**config.mk**
```make
export PLATFORM = sky130hd
export DESIGN_NAME = bit_serializer_flat
export DESIGN_NICKNAME = d
export VERILOG_FILES = /design/src/rtl/bit_serializer_if.sv /design/src/rtl/bit_serializer.sv /design/src/flat_wrapper.sv
export SDC_FILE = /design/constraint.sdc
export NUM_CORES = 1
export LEC_CHECK = 0
export BUFFER_PORTS_ARGS = -buffer_cell sky130_fd_sc_hd__buf_2
export CORE_UTILIZATION = 58
export DETAILED_ROUTE_END_ITERATION = 10
export GPL_TIMING_DRIVEN = 0
export PLACE_DENSITY_LB_ADDON = 0.1
export SYNTH_ARGS = -nofsm -noshare
export SYNTH_HDL_FRONTEND = slang
export SYNTH_SLANG_ARGS = --single-unit
```
**constraint.sdc**
```tcl
create_clock -name clk -period 2.4 [get_ports clk]
set_input_delay 0.6 -clock clk [delete_from_list [all_inputs] [get_ports clk]]
set_output_delay 0.6 -clock clk [all_outputs]
set_load 0.02 [all_outputs]
```
**src/rtl/bit_serializer_if.sv**
```systemverilog
// bit_serializer_if: parallel-in / serial-out bundle between producer, serializer and detector.
interface bit_serializer_if #(parameter int WIDTH = 8);
  logic [WIDTH-1:0] in_data;
  logic             in_valid;
  logic             in_ready;
  logic             dout;
  logic             dout_valid;
  logic             busy;
  modport master (output in_data, in_valid, input in_ready, dout, dout_valid, busy);
  modport slave  (input in_data, in_valid, output in_ready, dout, dout_valid, busy);
endinterface

```
**src/rtl/bit_serializer.sv**
```systemverilog
// bit_serializer: MSB-first word serializer with one-word holding register.
// Define SER_PARITY_EN to append an even-parity bit after each word's LSB.
module bit_serializer #(
  parameter int WIDTH = 8
) (
  input logic              clk,
  input logic              rst,
  bit_serializer_if.slave  bus
);
`ifdef SER_PARITY_EN
  localparam int NBITS = WIDTH + 1;
`else
  localparam int NBITS = WIDTH;
`endif
  localparam int CW = $clog2(NBITS + 1);
  localparam logic [CW-1:0] LAST = CW'(NBITS - 1);
  typedef enum logic {IDLE, SHIFT} state_t;
  state_t           r_state;
  logic [WIDTH-1:0] r_shift;
  logic [WIDTH-1:0] r_hold;
  logic [CW-1:0]    r_cnt;
  logic             r_hold_full;
  logic             r_in_ready;
  logic             r_dout;
  logic             r_dout_valid;
  logic             r_busy;
`ifdef SER_PARITY_EN
  logic             r_par;
`endif
  logic             w_accept;
  logic             w_last;
  logic             w_load_evt;
  logic             w_load;
  logic             w_hold_full_nx;
  logic             w_shift_nx;
  logic             w_next_bit;
  logic [WIDTH-1:0] w_word;
  always_comb begin
    w_accept       = bus.in_valid & r_in_ready;
    w_last         = (r_state == SHIFT) && (r_cnt == LAST);
    w_load_evt     = (r_state == IDLE) || w_last;
    w_load         = w_load_evt && (r_hold_full || w_accept);
    w_word         = r_hold_full ? r_hold : bus.in_data;
    // a held word is always consumed at a load event; a fresh word is consumed only if nothing was held
    w_hold_full_nx = (r_hold_full | w_accept) & ~w_load_evt;
    w_shift_nx     = w_load || ((r_state == SHIFT) && !w_last);
`ifdef SER_PARITY_EN
    w_next_bit     = (r_cnt == CW'(WIDTH - 1)) ? r_par : r_shift[WIDTH-1];
`else
    w_next_bit     = r_shift[WIDTH-1];
`endif
  end
  always_ff @(posedge clk) begin
    if (rst) begin
      r_state      <= IDLE;
      r_shift      <= '0;
      r_hold       <= '0;
      r_cnt        <= '0;
      r_hold_full  <= 1'b0;
      r_in_ready   <= 1'b1;
      r_dout       <= 1'b0;
      r_dout_valid <= 1'b0;
      r_busy       <= 1'b0;
`ifdef SER_PARITY_EN
      r_par        <= 1'b0;
`endif
    end else begin
      r_hold_full <= w_hold_full_nx;
      r_in_ready  <= ~w_hold_full_nx;
      r_busy      <= w_shift_nx | w_hold_full_nx;
      if (w_accept && !w_load_evt) r_hold <= bus.in_data;
      if (w_load) begin
        r_state      <= SHIFT;
        r_shift      <= {w_word[WIDTH-2:0], 1'b0};
        r_cnt        <= '0;
        r_dout       <= w_word[WIDTH-1];
        r_dout_valid <= 1'b1;
`ifdef SER_PARITY_EN
        r_par        <= ^w_word;
`endif
      end else if ((r_state == SHIFT) && !w_last) begin
        r_shift <= {r_shift[WIDTH-2:0], 1'b0};
        r_cnt   <= r_cnt + 1'b1;
        r_dout  <= w_next_bit;
      end else begin
        r_state      <= IDLE;
        r_cnt        <= '0;
        r_dout       <= 1'b0;
        r_dout_valid <= 1'b0;
      end
    end
  end
  assign bus.in_ready   = r_in_ready;
  assign bus.dout       = r_dout;
  assign bus.dout_valid = r_dout_valid;
  assign bus.busy       = r_busy;
endmodule

```
**src/flat_wrapper.sv**
```systemverilog
// flat-port wrapper written by rule: the top's interface ports become plain ports
module bit_serializer_flat 
#(
  parameter int WIDTH = 8
)
  (clk, rst, bus_in_data, bus_in_valid, bus_in_ready, bus_dout, bus_dout_valid, bus_busy);
  bit_serializer_if #(.WIDTH(WIDTH)) bus_i ();
  input logic clk;
  input logic rst;
  input wire logic [$bits(bus_i.in_data)-1:0] bus_in_data;
  input wire logic [$bits(bus_i.in_valid)-1:0] bus_in_valid;
  output wire logic [$bits(bus_i.in_ready)-1:0] bus_in_ready;
  output wire logic [$bits(bus_i.dout)-1:0] bus_dout;
  output wire logic [$bits(bus_i.dout_valid)-1:0] bus_dout_valid;
  output wire logic [$bits(bus_i.busy)-1:0] bus_busy;
  assign bus_i.in_data = bus_in_data;
  assign bus_i.in_valid = bus_in_valid;
  assign bus_in_ready = bus_i.in_ready;
  assign bus_dout = bus_i.dout;
  assign bus_dout_valid = bus_i.dout_valid;
  assign bus_busy = bus_i.busy;
  bit_serializer #(.WIDTH(WIDTH)) u_core (.clk(clk), .rst(rst), .bus(bus_i));
endmodule
```
==> key figures, run 1 <==
Run status
  – Run status: complete, no violations

Routing
  – Drt wl/cell: 15.0 um
  – Drt via density: 6.05
  – WL final: 2.12 mm
  – DRC: 0
  – Post-route ant nets: 0
  – Drt first pass iters: 4
  – Drt initial violations: 24
  – Detailed-route via count: 853

Final layout
  – Share of layout cells above drive strength 1: 20.8%
  – Filler cells: 123
  – Most common cell after layout, fill and taps aside: dfxtp_1
  – Layout Nets: 139
  – Finished Layout Cells: 141
  – Most frequent cells in the layout: dfxtp_1 (24), buf_2 (19), nand3_1 (11), a21oi_1 (11), o21ai_0 (9)
  – Synthesis-to-finish area growth: 10.9%
  – Antenna cells: 0

GRT
  – Maximum number of pins on one net before global-route repair: 13
  – Initial antenna violation count: 0
  – Total grt overflow: 0
  – First-pass GRT wire length: 3.64 mm
  – GRT Total Usage: 25.3%
  – Number of global-route vias before repair: 839

Clocking
  – CTS H-Tree Depth: 1
  – Clock tree sinks: 24
  – Clock root cell: clkbuf_4
  – CTS tree: yes
  – CTS Buffer Depth: 2
  – CTS Buf Count: 3
  – Clk pin slew, worst setup/hold paths: 0.12 ns
  – Post-cts resize count: 0
  – Hold Buf Count CTS: 0
  – Setup Fix Bufs, Post-CTS: 0
  – Worst-skew pair later-pin latency: 0.31 ns

Flow run
  – Max cap viols: 0

Timing
  – Pins over their slew limit: 0
  – Hold_ws: 0.466 ns
  – Final WS setup: 0.837 ns
  – Achievable frequency: 640 MHz
  – Final Hold Fails: 0
  – Rel. slew slack: 71.5%
  – Tightest Pin Transition: 0.428 ns
  – Min cycle time layout: 1.56 ns
  – Fin crit share: 65.1%
  – Setup TNS: 0 ns
  – Setup-failing EPs final: 0
  – Worst Skew: 0.00150 ns
  – RSZ-0062 raised after global routing: no

Worst setup path
  – Worst Path Required: 1.80 ns
  – Crit-path leading delay family: flip-flops
  – Setup CP Type: flip-flop to output pin
  – Crit end category: output pin
  – Crit-path max cell delay: 0.45 ns
  – Slowest-stage cell, CP: dfxtp_1
  – Worst Path Buf+Inv: 1
  – Worst path cell trace: buf_2
  – Startpoint class of the critical path: flip-flop
  – Arrival time worst endpoint: 0.96 ns
  – Worst-path fanout max: 7

Placement
  – Placed Instances: 138
  – Post-DP HPWL: 1.58 mm
  – IO Port Bufs: 14
  – Pre-CTS setup slack: 0.718 ns
  – Gpl congestion: 0.801

Power and ir drop
  – Max IR drop VDD: 0.000499 V
  – Leakage: 0.497 nW
  – Pwr dens: 618 mW/mm^2
  – Total power: 0.706 mW

Synthesis
  – Net count after synthesis: 120
  – Yosys warnings: 0
  – Post-synth cell types: 25
  – Mapped cell area: 0.00103 mm^2
  – Avg Cell Area, Syn: 9.52 um^2
  – Cell count after synthesis: 108
  – Sequential fraction of the synthesis area: 46.7%
  – Yosys reg bits: 24

Die
  – Starting Density: 65.2%
  – Core area: 0.00158 mm^2
  – Ports: 15
  – Die Width: 44.1 um
  – Row Count: 14
  – Die ar.: 0.00195 mm^2
  – Die height: 44.1 um

Worst hold path
  – Min-Delay Path Class: flip-flop to flip-flop
## sequential cells by signal, indices dropped and copies added, names as in the netlist
name,flops
u_core.bus.dout,1
u_core.bus.busy,1
u_core.r_hold_full,1
u_core.bus.dout_valid,1
u_core.r_hold,8
u_core.r_cnt,4
u_core.bus.in_ready,1
u_core.r_shift,7
## layout make-up
| cell class | count | area, um^2 | area share, % |
|---|---|---|---|
| plain buffers | 7 | 40.0 | 3.51 |
| clock buffers | 3 | 22.5 | 1.97 |
| multi-input cells | 77 | 508 | 44.5 |
| flip-flops and latches | 24 | 480 | 42.1 |
| well taps | 16 | 20.0 | 1.75 |
| repair buffers | 14 | 70.1 | 6.14 |
## power by group
part / total (mW) / internal (mW) / switching, mW
Sequential: 0.436 / 0.421 / 0.0148
Clock: 0.172 / 0.0587 / 0.113
Combinational: 0.0983 / 0.0467 / 0.0516
## per-layer routing
layer	wire, um	share of wire, %	GRT usage (%)	vias up
met2	956	45	37.1	19
li1	-	-	-	432
met3	63	3.0	2.45	4
met1	1060	50	36.8	398
met5	0	0	0	-
met4	37	1.7	13.3	0
## synthesized netlist by cell type (all sizes together)
cell type	count	share of area [%]
nor3b	1	1.8
a22o	1	0.85
o21ai	9	4.4
xor2	1	0.85
dfxtp	24	47
a21oi	12	6.2
a211o	6	5.1
buf	6	3.5
nand2	3	1.3
clkbuf	1	0.36
o211a	1	0.97
mux2	1	1.1
nor2	4	1.5
ha	1	1.2
and3b	1	0.85
nand3b	2	1.5
and3	7	4.3
nand2b	8	4.9
nand3	11	5.4
a32o	6	5.8
xnor2	1	0.85
and2	1	0.61
## worst paths after layout
kind / start / end / slack, ns / depth (start not counted)
worst max-delay path: u_core.bus.dout_valid / bus_dout_valid / 0.84 / 1
worst min-delay path: u_core.r_cnt[0] / u_core.r_cnt[0] / 0.47 / 1
worst max register to register: u_core.r_cnt[0] / u_core.bus.dout / 0.88 / 5
worst min register to register: u_core.r_cnt[0] / u_core.r_cnt[0] / 0.47 / 1
## cell families after synthesis
| logic type | synth area share, % |
|---|---|
| muxes | 1.09 |
| AOI/OAI and AO/OA | 23.4 |
| and+or+nand+nor | 22.0 |
| DFF | 46.7 |
| xor gates and xnor gates | 1.70 |
| buffers and inverters | 3.89 |
| adders and majority gates | 1.22 |
## metrics by stage
stage	cell area, um^2	utilization, %
finish	1140	72.4
CTS	1140	72.4
detailed placement	1120	71.0
global placement	1120	71.0
global route	1140	72.4
floorplan	1030	-
Power figures use the tool's default switching activity.
==> run 2: changes to the inputs <==
- ABC_AREA: default -> 1
- CORE_UTILIZATION: 58 -> 55
- clock period: 2.4 -> 1.5 ns (I/O delays scaled with it)
==> run 2 against run 1 <==
  * Global-route usage decreased by 1.4 points
  * Setup slack got worse by 0.70 ns
  * First-iteration DRC count decreased by 33%
  * Final cell count increased by 33%
  * Critical path type is now flip-flop to flip-flop
==> key figures, run 2 <==
Final layout
  – Multi-input combinational cell area: 544 um^2
  – Number of flip-flops in the largest register: 8
  – Register area: 482 um^2
  – Synthesis-to-finish area growth: 14.7%
  – Antenna cells: 0
  – Filler cells: 162
  – Largest Register: u_core.r_hold
  – Share of layout cells above drive strength 1: 22.8%
  – Biggest regs: u_core.r_hold: 8 flops, u_core.r_shift: 7 flops, u_core.r_cnt: 4 flops
  – Layout Nets: 175
  – Most frequent cells in the layout: nand2_1 (41), dfxtp_1 (23), nor2_1 (21)
  – Most common cell after layout, fill and taps aside: nand2_1

Worst setup path
  – Setup CP Type: flip-flop to flip-flop
  – Reg-to-Reg End: u_core.r_hold[0]
  – Crit-path max cell delay: 0.38 ns
  – Worst-path fanout max: 10
  – R2R Setup Slk: 0.14 ns
  – Arrival time worst endpoint: 1.58 ns
  – Startpoint class of the critical path: flip-flop
  – Worst path cell trace: ha_1, nand3_4, nand2_4, nor2_4, o21ai_0, nor2_1
  – Worst Path Required: 1.72 ns
  – Slowest-stage cell, CP: dfxtp_1
  – Crit end category: flip-flop
  – Critical Path Sink: u_core.r_hold[0]
  – R2R cell count: 6
  – Worst reg2reg startpoint: u_core.r_cnt[0]
  – CP Launch Point: u_core.r_cnt[0]

GRT
  – Grt met2 use: 39.4%
  – GRT Total Usage: 23.9%
  – Busiest metal layer after global routing: met2
  – Initial antenna violation count: 0
  – Maximum number of pins on one net before global-route repair: 15
  – Total grt overflow: 0
  – Number of global-route vias before repair: 871
  – Met1 Resource Use GR: 29.7%
  – First-pass GRT wire length: 3.68 mm
  – GRT met3 Usage: 5.38%

Routing
  – Drt wl/cell: 11.2 um
  – Drt first pass iters: 4
  – Drt via density: 5.27
  – DRC: 0
  – Drt initial violations: 16
  – WL final: 2.10 mm
  – Post-route ant nets: 0
  – Detailed-route via count: 986

Clocking
  – CTS Buffer Depth: 2
  – CTS H-Tree Depth: 1
  – Clock root cell: clkbuf_4
  – CTS Buf Count: 3
  – Worst-skew pair later-pin latency: 0.32 ns
  – Clock tree sinks: 24
  – Clk pin slew, worst setup/hold paths: 0.13 ns
  – CTS tree: yes

Power and ir drop
  – Leakage: 0.614 nW
  – Pwr dens: 1080 mW/mm^2
  – Total power: 1.37 mW
  – Max IR drop VDD: 0.000576 V

Timing
  – Hold_ws: 0.269 ns
  – Worst Skew: 0.00228 ns
  – Final Hold Fails: 0
  – Min cycle time layout: 1.36 ns
  – Setup TNS: 0 ns
  – RSZ-0062 raised after global routing: no
  – Setup-failing EPs final: 0
  – Rel. slew slack: 82.7%
  – Pins over their slew limit: 0
  – Tightest Pin Transition: 0.258 ns
  – Achievable frequency: 734 MHz
  – Fin crit share: 90.8%

Die
  – Die Width: 46.8 um
  – Starting Density: 61.2%
  – Die ar.: 0.00219 mm^2
  – Die height: 46.8 um
  – Row Count: 15
  – Ports: 15
  – Core area: 0.00180 mm^2

Synthesis
  – Cell count after synthesis: 143
  – Dominant cell type by area after synthesis: dfxtp_1
  – Net count after synthesis: 155
  – Async set or reset register ratio after synthesis: 0%
  – Sequential fraction of the synthesis area: 43.5%
  – Most common cell in the netlist: nand2_1
  – Post-synth cell types: 21
  – Commonest cells post-synth: nand2_1 (41), dfxtp_1 (24), nor2_1 (21)
  – Yosys reg bits: 24
  – Top_reg_cell synth: dfxtp_1
  – Yosys warnings: 0
  – Avg Cell Area, Syn: 7.72 um^2
  – Top post-synthesis cells by area: dfxtp_1 (44%), nand2_1 (14%), nor2_1 (7.1%)
  – Mapped cell area: 0.00110 mm^2
  – Area share of the leading cell type in the synthesized netlist: 43.5%
  – Post-synth EDFFs: 0

Placement
  – Gpl congestion: 0.808
  – Post-DP HPWL: 1.54 mm
  – IO Port Bufs: 14

Run status
  – Run status: complete, no violations

Worst hold path
  – Min-Delay Path Class: input port to flip-flop

Flow run
  – Max cap viols: 0
-- run 2: cell types whose count changed after synthesis, sizes merged, moves of 7 or more --
cell / change
nor2: +18
and3: -7
inv: +11
nand3: +11
nand2b: -8
nand2: +40
a21oi: -9
-- run 2: repair_timing --
| item | in CTS | in global routing |
|---|---|---|
| setup buffers | 0 | 1 |
| hold buffers | 0 | 0 |
| gates resized for setup | 0 | 1 |
| setup endpoints to repair | 0 | 9 |
-- run 2: worst min path at each step --
stage               startpoint                end  slack (ns)  cells after the start
4_1_cts                    rst  u_core.r_shift[1]        0.26                      2
3_5_place_dp   u_core.r_cnt[0]    u_core.r_cnt[0]        0.45                      1
6_report                   rst  u_core.r_shift[1]        0.27                      2
2_1_floorplan  u_core.r_cnt[0]    u_core.r_cnt[0]        0.42                      1
5_1_grt                    rst  u_core.r_shift[1]        0.25                      2
3_3_place_gp   u_core.r_cnt[0]    u_core.r_cnt[0]        0.43                      1
-- run 2: layer usage --
layer | routed length [um] | vias up
met2 | 972 | 24
met3 | 81 | 5
li1 | - | 500
met4 | 42 | 0
met5 | 0 | -
met1 | 1000 | 457
-- run 2: report_power, final --
part	switching [mW]	internal [mW]
Combinational	0.127	0.0756
Sequential	0.0236	0.678
Clock	0.193	0.270
-- run 2: cell type report --
type / instances / area share [%]
repair buffers: 15 / 6.13
multi-input cells: 105 / 43.0
well taps: 25 / 2.47
clock buffers: 3 / 1.78
clock inverters: 1 / 2.37
inverters: 11 / 3.66
plain buffers: 3 / 2.57
flip-flops and latches: 24 / 38.0
-- run 2: worst max-delay path: cells and delay by family, from the launching register on --
family	cells	cell delay (ns)
AOI/OAI and AO/OA	1	0.19
adders and majority gates	1	0.24
DFF	1	0.38
and+or+nand+nor	4	0.45
-- run 2: through the flow --
step	std cells	area, um^2	util, %	setup slack [ns]
floorplan	143	1100	-	0.276
global placement	182	1200	66.9	0.121
detailed placement	182	1200	66.9	0.0813
CTS	186	1260	69.8	0.0334
global route	187	1270	70.3	0.0208
finish	187	1270	70.3	0.139
-- run 2: logic make-up after synthesis --
group                      after synthesis  synth area share, %
xor gates and xnor gates                 2                 1.59
and+or+nand+nor                         90                 40.5
buffers and inverters                   14                 7.14
adders and majority gates                1                 1.13
DFF                                     24                 43.5
AOI/OAI and AO/OA                       12                 6.12
